$ cat config.mk
export PLATFORM = sky130hd
export DESIGN_NAME = hazard_ctrl
export DESIGN_NICKNAME = d
export VERILOG_FILES = /design/src/rtl/hazard_ctrl.sv
export SDC_FILE = /design/constraint.sdc
export NUM_CORES = 1
export LEC_CHECK = 0
export BUFFER_PORTS_ARGS = -buffer_cell sky130_fd_sc_hd__buf_2
export CORE_MARGIN = 2
export CORE_UTILIZATION = 51
export CTS_BUF_LIST = sky130_fd_sc_hd__clkbuf_2
export DETAILED_ROUTE_END_ITERATION = 10
export MAX_ROUTING_LAYER = met4
export PLACE_DENSITY = 0.81
export SYNTH_ARGS = -nofsm -noshare
export SYNTH_HDL_FRONTEND = slang
export SYNTH_SLANG_ARGS = --single-unit
$ cat constraint.sdc
create_clock -name clk -period 2.2 [get_ports clk]
set_input_delay 0.33 -clock clk [delete_from_list [all_inputs] [get_ports clk]]
set_output_delay 0.33 -clock clk [all_outputs]
set_load 0.05 [all_outputs]
$ cat src/rtl/hazard_ctrl.sv
// Pipeline hazard controller: load-use stalls, taken-branch flushes and mul/div occupancy of EX.
// Optional HAZARD_PERF_CNT_EN adds a stall_cycles counter of cycles with PCWrite low.
module hazard_ctrl #(
  parameter int unsigned MDU_TIMEOUT = 64
) (
  input  logic        clk,
  input  logic        Reset_n,
  input  logic        MemRead_ex,
  input  logic [4:0]  rdAddr_ex,
  input  logic [4:0]  rs1Addr_id,
  input  logic [4:0]  rs2Addr_id,
  input  logic        rs1Used_id,
  input  logic        rs2Used_id,
  input  logic        MulDiv_id,
  input  logic        mdu_done,
  input  logic        BranchTaken_ex,
  output logic        PCWrite,
  output logic        IF_ID_Write,
  output logic        IF_ID_Flush,
  output logic        ID_EX_Flush,
  output logic        ID_EX_Hold,
  output logic        mdu_start,
`ifdef HAZARD_PERF_CNT_EN
  output logic [31:0] stall_cycles,
`endif
  output logic        mdu_error
);

  localparam int unsigned TimerW = 8;
  localparam logic [TimerW-1:0] TimerLast = TimerW'(MDU_TIMEOUT - 1);
  localparam logic [TimerW-1:0] TimerMax  = {TimerW{1'b1}};

  typedef enum logic [0:0] {RUN, MDU_BUSY} state_e;

  state_e              state_q, state_d;
  logic [TimerW-1:0]   timer_q, timer_d;
  logic                start_q, start_d;
  logic                load_use_c;

  assign load_use_c = MemRead_ex && (rdAddr_ex != 5'd0) &&
                      ((rs1Used_id && (rs1Addr_id == rdAddr_ex)) ||
                       (rs2Used_id && (rs2Addr_id == rdAddr_ex)));

  assign mdu_start = start_q;

  // Next state and pipeline controls; reset forces the bubble/hold-PC pattern asynchronously.
  always_comb begin
    state_d     = state_q;
    timer_d     = timer_q;
    start_d     = 1'b0;
    PCWrite     = 1'b1;
    IF_ID_Write = 1'b1;
    IF_ID_Flush = 1'b0;
    ID_EX_Flush = 1'b0;
    ID_EX_Hold  = 1'b0;
    mdu_error   = 1'b0;
    if (!Reset_n) begin
      PCWrite     = 1'b0;
      IF_ID_Write = 1'b0;
      IF_ID_Flush = 1'b1;
      ID_EX_Flush = 1'b1;
      state_d     = RUN;
      timer_d     = '0;
    end else begin
      case (state_q)
        RUN: begin
          if (BranchTaken_ex) begin
            IF_ID_Flush = 1'b1;
            ID_EX_Flush = 1'b1;
          end else if (load_use_c) begin
            PCWrite     = 1'b0;
            IF_ID_Write = 1'b0;
            ID_EX_Flush = 1'b1;
          end else if (MulDiv_id) begin
            state_d = MDU_BUSY;
            timer_d = '0;
            start_d = 1'b1;
          end
        end
        MDU_BUSY: begin
          // EX owns the mul/div op here, so branch and load-use inputs are not considered.
          if (mdu_done) begin
            state_d = RUN;
          end else if (timer_q == TimerLast) begin
            PCWrite     = 1'b0;
            IF_ID_Write = 1'b0;
            ID_EX_Flush = 1'b1;
            mdu_error   = 1'b1;
            state_d     = RUN;
          end else begin
            PCWrite     = 1'b0;
            IF_ID_Write = 1'b0;
            ID_EX_Hold  = 1'b1;
            timer_d     = (timer_q == TimerMax) ? timer_q : timer_q + TimerW'(1);
          end
        end
        default: state_d = RUN;
      endcase
    end
  end

  always_ff @(posedge clk or negedge Reset_n) begin
    if (!Reset_n) begin
      state_q <= RUN;
      timer_q <= '0;
      start_q <= 1'b0;
    end else begin
      state_q <= state_d;
      timer_q <= timer_d;
      start_q <= start_d;
    end
  end

`ifdef HAZARD_PERF_CNT_EN
  logic [31:0] stall_q, stall_d;

  // Wrapping count of cycles in which the PC was held.
  always_comb begin
    stall_d = stall_q;
    if (!PCWrite) stall_d = stall_q + 32'(1);
  end

  always_ff @(posedge clk or negedge Reset_n) begin
    if (!Reset_n) stall_q <= '0;
    else          stall_q <= stall_d;
  end

  assign stall_cycles = stall_q;
`endif

endmodule

; ---- Yosys cells after proc, flatten, opt, wreduce, memory -nomap -nowiden
; Index checks and enable logic that the tools add are counted.
[word_totals]
wordCells = 57
in_bits = 23
mem_count = 0
romBits = 0
ram_bits = 0
latchBits = 0
register_bits = 10
output_inout_bits = 7
[classes]
n_bitwise = 1
div = 0
reduce_logical = 7
magnitude_cmp = 0
mul = 0
n_shift = 0
n_eq_ne = 10
mux = 35
add_sub_neg = 1
[op_table]
columns = cell, n
row1 = 2-to-1 mux 8 bit, 7
row2 = 2-to-1 mux 1 bit, 24
row3 = "!= test 3 bit, second input constant", 6
row4 = one-hot mux 8 bit (2 select lines), 1
row5 = == test 5 bit, 2
row6 = "adder 8 x 1 -> 8 bit, second input constant", 1
row7 = "== test 8 x 6 -> 1 bit, second input constant", 1
row8 = "== test 8 bit, second input constant", 1
row9 = one-hot mux 1 bit (2 select lines), 3
row10 = AND reduction 6 bit, 1
row11 = nonzero test 5 bit, 1
row12 = logical AND 1 bit, 4
row13 = logical OR 1 bit, 1
row14 = inverter 1 bit, 1

; ---- Longest topological paths before layout
[logic_depth]
ltp_word = 8
depth_mapped = 8
mapped_depth_nobuf = 6

; ---- Worst setup path after synthesis
; OpenSTA, ideal clock, no wires.
[synth_timing]
path_kind = register -> output
start = register timer_q[0]
end = output port mdu_error
path_slack_ps = -557
stages_incl_launch_ff = 6
path_buffers = 1
t_required_ps = 1870
t_arrival_ps = 2427
path_cell_list = dfrtp_1 -> ha_1 -> and3_1 -> buf_4 -> nand3_1 -> nor4_1
[synth_between]
elab_chain_cells = 5
[synth_rtl]
columns = item, line
row1 = from (decl), 36  ; logic [TimerW-1:0] timer_q, timer_d;
row2 = from (signal assigned), 109  ; timer_q <= timer_d;
row3 = == test 8 x 6 -> 1 bit, 84  ; end else if (timer_q == TimerLast) begin
row4 = 2-to-1 mux 1 bit, 84
row5 = 2-to-1 mux 1 bit, 82  ; if (mdu_done) begin
row6 = 2-to-1 mux 1 bit, 65  ; case (state_q)
row7 = 2-to-1 mux 1 bit, 57  ; if (!Reset_n) begin
row8 = to (decl), 26  ; output logic mdu_error
; No other way between the ends.

; ---- Final worst setup path
[layout_timing]
start = register timer_q[0]
end = output port ID_EX_Flush
[layout_between]
elab_chain_cells = 5
[layout_rtl]
columns = item, line
row1 = == test 8 x 6 -> 1 bit, 84
row2 = 2-to-1 mux 1 bit, 84
row3 = 2-to-1 mux 1 bit, 82
row4 = one-hot mux 1 bit (2 select lines), 65
row5 = 2-to-1 mux 1 bit, 57
row6 = to (decl), 20  ; output logic ID_EX_Flush,
; No other way between the ends.

==> run summary <==
placed insts: 150
hpwl dp: 1790 µm
CP bufs+invs: 1
slowest stage delay, CP: 0.41 ns
Distinct cells, synth: 36
placed cell area: 0.00106 mm²
cell taking the most area after synthesis: dfrtp_1
arrival time worst endpoint: 1.78 ns
cell area power density: 388 mW/mm²
final-report setup violation count: 0
diode count: 0
Via-to-Cell Ratio: 6.19
Main synth FF type: dfrtp_1
clk sink count: 10
area delta synth->final: 26.2%
Reg-to-Reg Start: timer_q[0]
Crit. End Element: output port
Ports: 30
status: completed
layout cell share with drive strength beyond 1: 0.362
Routed WL per cell: 15.3 µm
Reg clk slew, reported paths: 0.12 ns
drt drc: 0
Tcrit/Tclk final: 0.959
iteration-0 DRC count of the detailed router: 32
fin nets: 163
drt first pass iters: 4
EDFF count, synth: 0
final instance area: 0.00113 mm²
Core ar.: 0.00169 mm²
kind of critical path: reg -> out
first-pass GRT wire length: 3590 µm
clock buffer depth: 2
fraction of registers with async set/reset: 1.00
Clk Tree Root Cell: clkbuf_2
CTS tree: done
register area share after synthesis: 0.281
initial antenna violation count: 0
Max rail drop VDD: 270 µV
setup TNS: 0 ns
clock latency on the worst-skew pair: 0.28 ns
top-count cell post-synth: nand2_1
Least-Margin Pin Slew: 0.375 ns
leakage power: 0.000460 µW
RSZ-0062 raised after global routing: false
critical path launch point: timer_q[0]
MaxCap Viol Count: 0
Fillers: 146
top cell type's share of synthesized area: 0.281
Worst Hold Class: in -> async
vias in the first global route: 869
register area: 250 µm²
Post-synth top cells: nand2_1, dfrtp_1, xnor2_1
Final Max Slew Viols: 0
GRT Total Usage: 0.244
GPL Wtd Cong: 0.912
skew final: 0.00295 ns
non-filler cells, final: 155
Multi-input gate area: 629 µm²
Mapped Area: 892 µm²
slowest cell on the critical path: dfrtp_1
worst-path fanout max: 4
Synthesis Warnings: 0
Final ANT Viol Nets: 0
die extent in y: 45.8 µm
total grt overflow: 0
Core Rows: 15
net count after synthesis: 134
port bufs: 29
Die Area: 0.00210 mm²
CP Launch Type: flip-flop
CTS H-tree lvls: 1
Initial Utilization: 0.528
Synth Instances: 110
Mean Syn Cell Area: 8.11 µm²
worst-path cell chain: ha_2 > and3_4 > nand3_4 > nor4_4 > a2bb2oi_2 > buf_6
Top delay family on crit path: simple AND/OR/NAND/NOR gates
Critical Path RT: 1.87 ns
largest net degree at the start of global routing: 18
fmax: 0.474 GHz
CTS buffer count: 3
vias: 959
crit path time final: 2.11 ns
Synth Register Bits: 10
Final Hold Viols: 0
largest cells by area after synthesis: dfrtp_1, xnor2_1, nand2_1, a31oi_1, nor3_1
Total Wirelength: 2380 µm
Slew HR: 0.750
Die X: 45.8 µm
==> cell type report <==
cell class | count | area share
clock buffers | 3 | 0.0133
clock inverters | 1 | 0.00333
inverters | 4 | 0.0133
multi-input cells | 86 | 0.559
flip-flops and latches | 10 | 0.222
well taps | 17 | 0.0189
repair buffers | 34 | 0.170
==> state kept, by name (all words and copies together) (netlist names) <==
register	flops
timer_q	8
mdu_start	1
state_q	1
==> path summary, 6_finish.rpt <==
path	to	slack, ns	depth (start not counted)
max	ID_EX_Flush	0.09	6
min	mdu_start	0.12	2
max reg2reg	timer_q[7]	0.24	7
min reg2reg	timer_q[0]	0.53	1
max in group asynchronous	timer_q[7]	1.53	2
min in group clk	timer_q[6]	0.38	3
==> per-layer routing <==
| layer | part of all wire | global-route usage | vias up | routed length [µm] |
|---|---|---|---|---|
| li1 | - | - | 455 | - |
| met1 | 0.39 | 0.279 | 457 | 934 |
| met2 | 0.53 | 0.408 | 41 | 1270 |
| met3 | 0.050 | 0.0476 | 6 | 118 |
| met4 | 0.022 | 0.109 | 0 | 52 |
| met5 | 0 | - | - | 0 |
==> cell families (layout without fill, tap and decap cells) <==
family                     after synthesis  count (layout)  share of synthesized area
muxes                                    1               1                     0.0126
DFF                                     10              10                      0.281
buffers and inverters                   14              42                     0.0841
xor gates and xnor gates                11              11                      0.116
AOI/OAI and AO/OA                       26              26                      0.227
adders and majority gates                1               1                     0.0140
and+or+nand+nor                         47              47                      0.265
==> worst reg2reg max path, stage by stage, from the launching register on <==
cell and delay [ns]:
dfrtp_1 0.41, ha_2 0.20, and3_4 0.21, buf_4 0.14, a41oi_4 0.17, or2_1 0.38, a31oi_1 0.19, o221ai_1 0.14
==> where the power goes <==
group          switching [µW]  internal (µW)
Combinational            80.2           51.0
Clock                    77.0           39.5
Sequential               3.15            186
Total                     160            277
==> repair_timing <==
action                                  4_1_cts  5_1_grt
hold endpoints to repair                      2        0
hold buffers                                  1        0
pin swaps                                     0        3
gates resized for setup                       2        6
buffers inserted                              0        0
endpoints found under the setup margin        1        3
==> layout by cell type (no fill, tap or decap), drive strengths merged <==
| cell type | instances |
|---|---|
| o211ai | 1 |
| nor4 | 3 |
| nor3 | 6 |
| dlygate4sd3 | 1 |
| ha | 1 |
| nor3b | 1 |
| inv | 4 |
| a21oi | 5 |
| or4 | 1 |
| o221ai | 2 |
| and3 | 4 |
| clkbuf | 3 |
| o22ai | 1 |
| o21ai | 5 |
| a311oi | 2 |
| nand3 | 4 |
| nor2 | 8 |
| or2 | 2 |
| a31oi | 6 |
| dfrtp | 10 |
| nand4 | 3 |
| a41oi | 1 |
| mux2 | 1 |
| xnor2 | 11 |
| a31o | 2 |
| buf | 33 |
| nand4b | 1 |
| nand2 | 12 |
| clkinv | 1 |
| nand2b | 2 |
| a2bb2oi | 1 |
==> through the flow <==
stage	setup WS (ns)	power [µW]	hold WS [ns]	util
after floorplan	0.00606	274	0.0344	-
after global placement	0.205	315	0.181	0.625
after detailed placement	0.178	319	0.185	0.625
after CTS	0.0440	434	0.109	0.647
after global routing	0.00940	455	0.114	0.667
final	0.0898	437	0.117	0.667
Power figures use the tool's default switching activity.
